## src/rtl/dct_z5_da_accumulator.sv

```systemverilog
// Bit-serial distributed-arithmetic accumulator for the Z5 DCT output.
// Walks four samples LSB-first through a folded 8-entry coefficient ROM.
module dct_z5_da_accumulator #(
    parameter int DATA_W = 8,
    parameter int ACC_W  = 16 + DATA_W
) (
    input  logic                     clk,
    input  logic                     rst,
    input  logic                     in_valid,
    output logic                     in_ready,
    input  logic signed [DATA_W-1:0] x0,
    input  logic signed [DATA_W-1:0] x1,
    input  logic signed [DATA_W-1:0] x2,
    input  logic signed [DATA_W-1:0] x3,
    output logic                     rom_cs,
    output logic [2:0]               rom_addr,
    input  logic signed [15:0]       rom_data,
    output logic                     out_valid,
    input  logic                     out_ready,
    output logic signed [ACC_W-1:0]  out_data
);
    localparam int CNT_W = $clog2(DATA_W + 1);
    localparam logic [1:0] StIdle = 2'd0;
    localparam logic [1:0] StRun  = 2'd1;
    localparam logic [1:0] StDone = 2'd2;
    localparam logic [CNT_W-1:0] LastBit = CNT_W'(DATA_W - 1);

    logic [1:0]              state_q, state_d;
    logic [DATA_W-1:0]       sr0_q, sr0_d, sr1_q, sr1_d, sr2_q, sr2_d, sr3_q, sr3_d;
    logic signed [ACC_W-1:0] acc_q, acc_d;
    logic [CNT_W-1:0]        bit_cnt_q, bit_cnt_d;
    logic [2:0]              slice;
    logic                    x0j;
    logic                    last_bit;
    logic signed [ACC_W-1:0] rom_ext, term, term_sh;

    always_comb begin
        slice     = {sr1_q[0], sr2_q[0], sr3_q[0]};
        x0j       = sr0_q[0];
        last_bit  = (bit_cnt_q == LastBit);
        in_ready  = (state_q == StIdle);
        rom_cs    = (state_q == StRun);
        out_valid = (state_q == StDone);
        out_data  = acc_q;
        // Folded table: x0j=1 reads the complementary entry and negates it.
        rom_addr  = rom_cs ? (x0j ? ~slice : slice) : 3'b000;
        rom_ext   = {{(ACC_W-16){rom_data[15]}}, rom_data};
        term      = x0j ? -rom_ext : rom_ext;
        term_sh   = term <<< bit_cnt_q;
    end

    always_comb begin
        state_d   = state_q;
        sr0_d     = sr0_q;
        sr1_d     = sr1_q;
        sr2_d     = sr2_q;
        sr3_d     = sr3_q;
        acc_d     = acc_q;
        bit_cnt_d = bit_cnt_q;
        unique case (state_q)
            StIdle: begin
                if (in_valid) begin
                    sr0_d     = x0;
                    sr1_d     = x1;
                    sr2_d     = x2;
                    sr3_d     = x3;
                    acc_d     = '0;
                    bit_cnt_d = '0;
                    state_d   = StRun;
                end
            end
            StRun: begin
                // Sign bit carries negative weight in two's complement.
                acc_d     = last_bit ? (acc_q - term_sh) : (acc_q + term_sh);
                sr0_d     = sr0_q >> 1;
                sr1_d     = sr1_q >> 1;
                sr2_d     = sr2_q >> 1;
                sr3_d     = sr3_q >> 1;
                bit_cnt_d = bit_cnt_q + CNT_W'(1);
                if (last_bit) state_d = StDone;
            end
            StDone: begin
                if (out_ready) state_d = StIdle;
            end
            default: state_d = StIdle;
        endcase
    end

    always_ff @(posedge clk) begin
        if (rst) begin
            state_q   <= StIdle;
            sr0_q     <= '0;
            sr1_q     <= '0;
            sr2_q     <= '0;
            sr3_q     <= '0;
            acc_q     <= '0;
            bit_cnt_q <= '0;
        end else begin
            state_q   <= state_d;
            sr0_q     <= sr0_d;
            sr1_q     <= sr1_d;
            sr2_q     <= sr2_d;
            sr3_q     <= sr3_d;
            acc_q     <= acc_d;
            bit_cnt_q <= bit_cnt_d;
        end
    end
endmodule

```

## config.mk

```make
export PLATFORM = sky130hd
export DESIGN_NAME = dct_z5_da_accumulator
export DESIGN_NICKNAME = d
export VERILOG_FILES = /design/src/rtl/dct_z5_da_accumulator.sv
export SDC_FILE = /design/constraint.sdc
export NUM_CORES = 1
export LEC_CHECK = 0
export BUFFER_PORTS_ARGS = -buffer_cell sky130_fd_sc_hd__buf_2
export CELL_PAD_IN_SITES_DETAIL_PLACEMENT = 0
export CELL_PAD_IN_SITES_GLOBAL_PLACEMENT = 1
export CORE_UTILIZATION = 47
export CTS_CLUSTER_DIAMETER = 30
export CTS_CLUSTER_SIZE = 20
export DETAILED_ROUTE_END_ITERATION = 12
export GPL_TIMING_DRIVEN = 0
export PLACE_DENSITY_LB_ADDON = 0.1
export SLEW_MARGIN = 40
export SYNTH_ARGS = -nofsm -noshare
export SYNTH_HDL_FRONTEND = slang
export SYNTH_SLANG_ARGS = --single-unit
```

## constraint.sdc

```tcl
create_clock -name clk -period 8.67 [get_ports clk]
set_input_delay 0.4335 -clock clk [delete_from_list [all_inputs] [get_ports clk]]
set_output_delay 0.4335 -clock clk [all_outputs]
set_load 0.01 [all_outputs]
```

-- Word level (Yosys, flattened, before mapping)
Index checks and enable logic that the tools add are counted.
- bits in registers: 62
- input port bits: 52
- output and inout bits: 30
- logic and storage cells: 43
- $add $sub $neg: 4
- equality and inequality tests: 6
- shift operators: 1
- multiplexer cells: 20
- bitwise operators: 1
- reductions and logical operators: 4
- operator list (kind ; number):
    $mux 24 ; 3
    $pmux 8 s2 ; 4
    $pmux 24 s2 ; 1
    $mux 8 ; 4
    $add 24x24->24 ; 1
    $neg 16->24 ; 1
    $sshl 24x4->24 ; 1
    $sub 24x24->24 ; 1
    $pmux 4 s2 ; 1
    $mux 2 ; 3
    $mux 3 ; 2
    $pmux 2 s3 ; 1
    $add 4x1->4 const B ; 1
    $eq 4x3->1 const B ; 1
    $mux 4 ; 1
    $ne 2x1->1 const B ; 2
    $not 3->3 ; 1
    $reduce_and 3->1 ; 1
    $eq 2x1->1 const B ; 1
    $eq 2x2->1 const B ; 1
    $logic_not 2->1 ; 1
    $ne 2x2->1 const B ; 1
    $reduce_and 2->1 ; 1
    $reduce_bool 2->1 ; 1

-- Longest topological paths before layout
- word-level depth: 6
- mapped depth: 25
- gate-level depth less buffers: 24

-- Worst setup path before layout
Ideal clock, no wire load.
- path type: input to register
- start: input port rom_data[0]
- end: register acc_q[22], in the netlist out_data[22]
- library setup time: 0.058 ns
- data arrival time: 5.345 ns
- data required time: 8.612 ns
- path slack: 3.267 ns
- cell stages on the path: 22
- buffers on the path: 1
- cells stage by stage: inv_1 > ha_1 > or4b_1 > buf_2 > o31a_4 > mux2i_1 > or3_1 > a221oi_4 > nor4b_4 > o2111ai_1 > o21a_1 > or2_1 > nor2_1 > xnor2_1 > ha_1 > nor2b_1 > o21ai_0 > o21ai_0 > a2111oi_0 > o31ai_1 > nor4b_1 > a211o_1
- longest elaborated chain between the ends: 6
- elaborated cells between the ends (all ways): 7
- those cells by class: 3 x add/sub; 1 x shift; 3 x mux
- ends and longest elaborated chain (what ; RTL line ; source):
    from (decl) ; 17 ; input logic signed [15:0] rom_data,
    $neg 16->24 ; 48 ; term = x0j ? -rom_ext : rom_ext;
    $mux 24 (*) ; 48 ;
    $sshl 24x4->24 (*) ; 49 ; term_sh = term <<< bit_cnt_q;
    $add 24x24->24 / $sub 24x24->24 (equally long branches) ; 74 ; acc_d = last_bit ? (acc_q - term_sh) : (acc_q + term_sh);
    $mux 24 (*) ; 74 ;
    $pmux 24 s2 (*) ; 60 ; unique case (state_q)
    to (signal assigned) ; 96 ; acc_q <= '0;
    to (signal assigned) ; 104 ; acc_q <= acc_d;
    to (decl) ; 30 ; logic signed [ACC_W-1:0] acc_q, acc_d;
Every way passes the cells marked *; elsewhere a longest branch is shown, timed or not.
A chain may end at the register's enable or synchronous reset.

-- Worst setup path in the final report
- start: register bit_cnt_q[1]
- end: register acc_q[22], in the netlist out_data[22]
- longest elaborated chain between the ends: 4
- elaborated cells between the ends (all ways): 6
- those cells by class: 2 x add/sub; 1 x eq/ne; 1 x shift; 2 x mux
- ends and longest elaborated chain (what ; RTL line ; source):
    from (decl) ; 31 ; logic [CNT_W-1:0] bit_cnt_q, bit_cnt_d;
    from (signal assigned) ; 105 ; bit_cnt_q <= bit_cnt_d;
    $sshl 24x4->24 ; 49 ;
    $add 24x24->24 / $sub 24x24->24 (equally long branches) ; 74 ;
    $mux 24 (*) ; 74 ;
    $pmux 24 s2 (*) ; 60 ;
Marks and branches as above.

==> flow_metrics.tcl <==
set metrics [dict create \
    status "finished clean" \
    grt_max_degree 13 \
    hold_ws_ns 0.324 \
    required_ns 8.96 \
    r2r_cells 20 \
    skew_ns 0.00865 \
    wl_um 21600 \
    io_pins 82 \
    yosysWarnings 0 \
    vias 7386 \
    drc_errors 0 \
    setup_viol 0 \
    synth_cell_types 86 \
    regArea_um2 1240 \
    async_reset_ff_frac 0 \
    coreArea_um2 13900 \
    dieHeight_um 122 \
    syn_inst 953 \
    syn_nets 1032 \
    startpoint_type "flip-flop" \
    path_clk_slew_ns 0.06 \
    htreeDepth 3 \
    cts.sinks 62 \
    final_util 0.547 \
    syn_area_um2 6720 \
    finalPower_mw 1.20 \
    nFillCells 1454 \
    io_buffers 77 \
    slew_viol_final 0 \
    fp.dieArea_um2 14800 \
    grt_setup_unrepaired "false" \
    worstHoldEndpoint "sr0_q[7]$_SDFFE_PP0P_" \
    first_global_vias 6639 \
    reg2reg_from "bit_cnt_q[1]$_SDFFE_PP0P_" \
    drt-vias-per-instance 6.02 \
    clk_latency_ns 0.35 \
    cts_setup_buffers 0 \
    cts_buffers 9 \
    die-width_um 122 \
    cts_tree "built" \
    slew_headroom 0.422 \
    seq_area_frac_synth 0.185 \
    cp_data_arrival_time_ns 6.40 \
    p_leak_nw 3.12 \
    drv_cap 0 \
    end_kind "flip-flop" \
    grt_pass1_wl_um 34700 \
    hold_buffers 0 \
    crit_path_start "bit_cnt_q[1]$_SDFFE_PP0P_" \
    crit_fanout 10 \
    dr.first_iter.drc_count 609 \
    grt_overflow 0 \
    gp_congestion 0.939 \
    min_path_cells 3 \
    p_per_area_nw_per_um2 157 \
    timing.final.crit_period_ns 6.11 \
    ys.flop_type "dfxtp_1" \
    multi_input_area_um2 5080 \
    fin_tns_setup_ns 0 \
    r2r-end "out_data[22]$_SDFFE_PP0P_" \
    cts_buffer_depth 2 \
    ctsResizeCount 0 \
    antenna_found_initial 0 \
    hold_class "in -> reg" \
    worstMarginPinSlew_ns 0.845 \
    hold_viol_final 0 \
    fp-row-count 43 \
    hp-start "x0[7]" \
    ff2ff_setup_slack_ns 2.56 \
    finalCritPeriodShare 0.704 \
    synth.avg_cell_area_um2 7.05 \
    drive_above_1_share 0.134 \
    synth-seq-cells 62 \
    ir_worst_vdd_v 0.0000853 \
    synth_edf_count 0 \
    clock-root-buffer "clkbuf_16" \
    dp_hpwl_um 16400 \
    n_antenna_cell 0 \
    drtPass1Iterations 5 \
    drt-wirelength-per-cell_um 17.6 \
    initial_utilization 0.482 \
    grt_util_all_layers 0.298 \
    area_growth_pct 13.5 \
    antenna_left 0 \
    max_freq_mhz 164 \
    crit_type "reg -> reg" \
    final_nets 1120 \
]
[worst max-delay path, stage by stage, from the launching register on]
cell	delay, ns
dfxtp_1	0.43
clkbuf_1	0.39
clkbuf_1	0.48
mux2i_1	0.18
and2_1	0.19
a2111oi_0	0.75
a21boi_0	0.35
mux4_2	0.58
nand3_1	0.19
nor2_1	0.09
nor2_1	0.11
xor2_1	0.24
ha_1	0.34
a21oi_1	0.15
nor2b_1	0.05
o21ai_0	0.14
o21ai_0	0.15
a2111oi_1	0.60
o31ai_1	0.21
nor4b_1	0.30
a211o_1	0.14
[sequential cells by signal, summed over array words and instances, names as in the netlist]
signal     cells
sr2_q          8
out_data      24
sr0_q          8
sr1_q          8
bit_cnt_q      4
sr3_q          8
state_q        2
[where the power goes]
part           internal, mW  switching (mW)
Combinational         0.209           0.297
Sequential            0.313          0.0216
Clock                 0.203           0.155
[synthesized netlist by cell type (5+ instances only)]
cell	count	area, um^2
nand3b_1	11	82.6
or2_2	7	43.8
o21a_1	7	52.6
a31oi_1	6	37.5
nor2_1	153	574
nand3_1	24	120
o22ai_1	5	31.3
o31a_1	5	43.8
nor4_1	6	37.5
xor2_1	19	166
nor3b_1	6	45.0
nand2b_1	10	62.6
dfxtp_1	62	1240
o31ai_1	5	37.5
mux2_2	5	56.3
buf_2	7	35.0
and2_1	9	56.3
a32oi_1	5	43.8
buf_1	7	26.3
and3_1	6	37.5
nand2_1	55	206
o21ai_0	39	195
a211oi_1	10	75.1
mux2i_1	16	160
nor2b_1	41	257
clkbuf_1	63	236
nand4_1	9	56.3
inv_1	29	109
a22oi_1	21	158
a21boi_0	6	45.0
o2111ai_1	12	105
ha_1	26	325
a21o_1	12	90.1
o211ai_1	13	97.6
a221oi_1	5	43.8
or3_1	10	62.6
nor3_1	48	240
xnor2_1	21	184
mux4_2	6	135
a21oi_1	70	350
[metrics by stage]
step / instance area [um^2] / cells / setup slack (ns)
floorplan: 6720 / 953 / 3.27
global placement: 7330 / 1210 / 2.31
detailed placement: 7330 / 1210 / 2.28
CTS: 7620 / 1226 / 2.52
global route: 7630 / 1226 / 2.23
finish: 7630 / 1226 / 2.56
[placed cells by master (no fill, tap or decap), types with 6 or more instances in the layout]
cell,instances
or2_2,7
a21oi_1,70
buf_1,7
and2_1,9
nand2b_1,10
xor2_1,19
buf_2,84
nand3_1,24
ha_1,26
clkbuf_1,63
nor2_1,153
a21o_1,12
mux2i_1,16
nor3b_1,6
clkbuf_16,9
a22oi_1,21
nand4_1,9
or3_1,10
a31oi_1,6
inv_1,29
a211oi_1,10
nor4_1,6
nand3b_1,11
o2111ai_1,12
o21a_1,7
o211ai_1,13
nor2b_1,41
o21ai_0,39
xnor2_1,21
mux4_2,6
dfxtp_1,62
nand2_1,55
nor3_1,48
and3_1,6
a21boi_0,6
[final cells by class]
type | count | share of cell area
timing repair buffer | 77 | 0.0505
inverter | 31 | 0.0153
buffer | 77 | 0.0390
sequential | 62 | 0.163
tap | 180 | 0.0295
multi-input combinational | 783 | 0.666
clock buffer | 10 | 0.0313
clock inverter | 6 | 0.00574
[how the worst max path moves through the flow]
| stage | cells past startpoint | slack, ns | to |
|---|---|---|---|
| 6_report | 20 | 2.56 | out_data[22]$_SDFFE_PP0P_ |
| 5_1_grt | 20 | 2.23 | out_data[22]$_SDFFE_PP0P_ |
| 4_1_cts | 20 | 2.52 | out_data[22]$_SDFFE_PP0P_ |
| 3_5_place_dp | 23 | 2.28 | out_data[22]$_SDFFE_PP0P_ |
| 3_3_place_gp | 23 | 2.31 | out_data[22]$_SDFFE_PP0P_ |
| 2_1_floorplan | 22 | 3.27 | out_data[22]$_SDFFE_PP0P_ |
[cells by family (layout without fill, tap and decap cells)]
group / Yosys count / after routing / share of synthesized area
DFF: 62 / 62 / 0.185
xor gates and xnor gates: 40 / 40 / 0.0522
and+or+nand+nor: 421 / 421 / 0.316
AOI/OAI and AO/OA: 267 / 267 / 0.279
muxes: 28 / 28 / 0.0546
adders and majority gates: 27 / 27 / 0.0514
buffers and inverters: 108 / 201 / 0.0616
[layer usage]
| layer | vias to the layer above | wire, um | part of all wire | GRT usage |
|---|---|---|---|---|
| met5 | - | 0 | 0 | 0 |
| met2 | 255 | 9490 | 0.44 | 0.464 |
| met3 | 36 | 1290 | 0.060 | 0.0482 |
| met1 | 3426 | 10200 | 0.47 | 0.413 |
| li1 | 3669 | - | - | - |
| met4 | 0 | 587 | 0.027 | 0.110 |
Note: power is estimated with default switching activity, not from simulation.
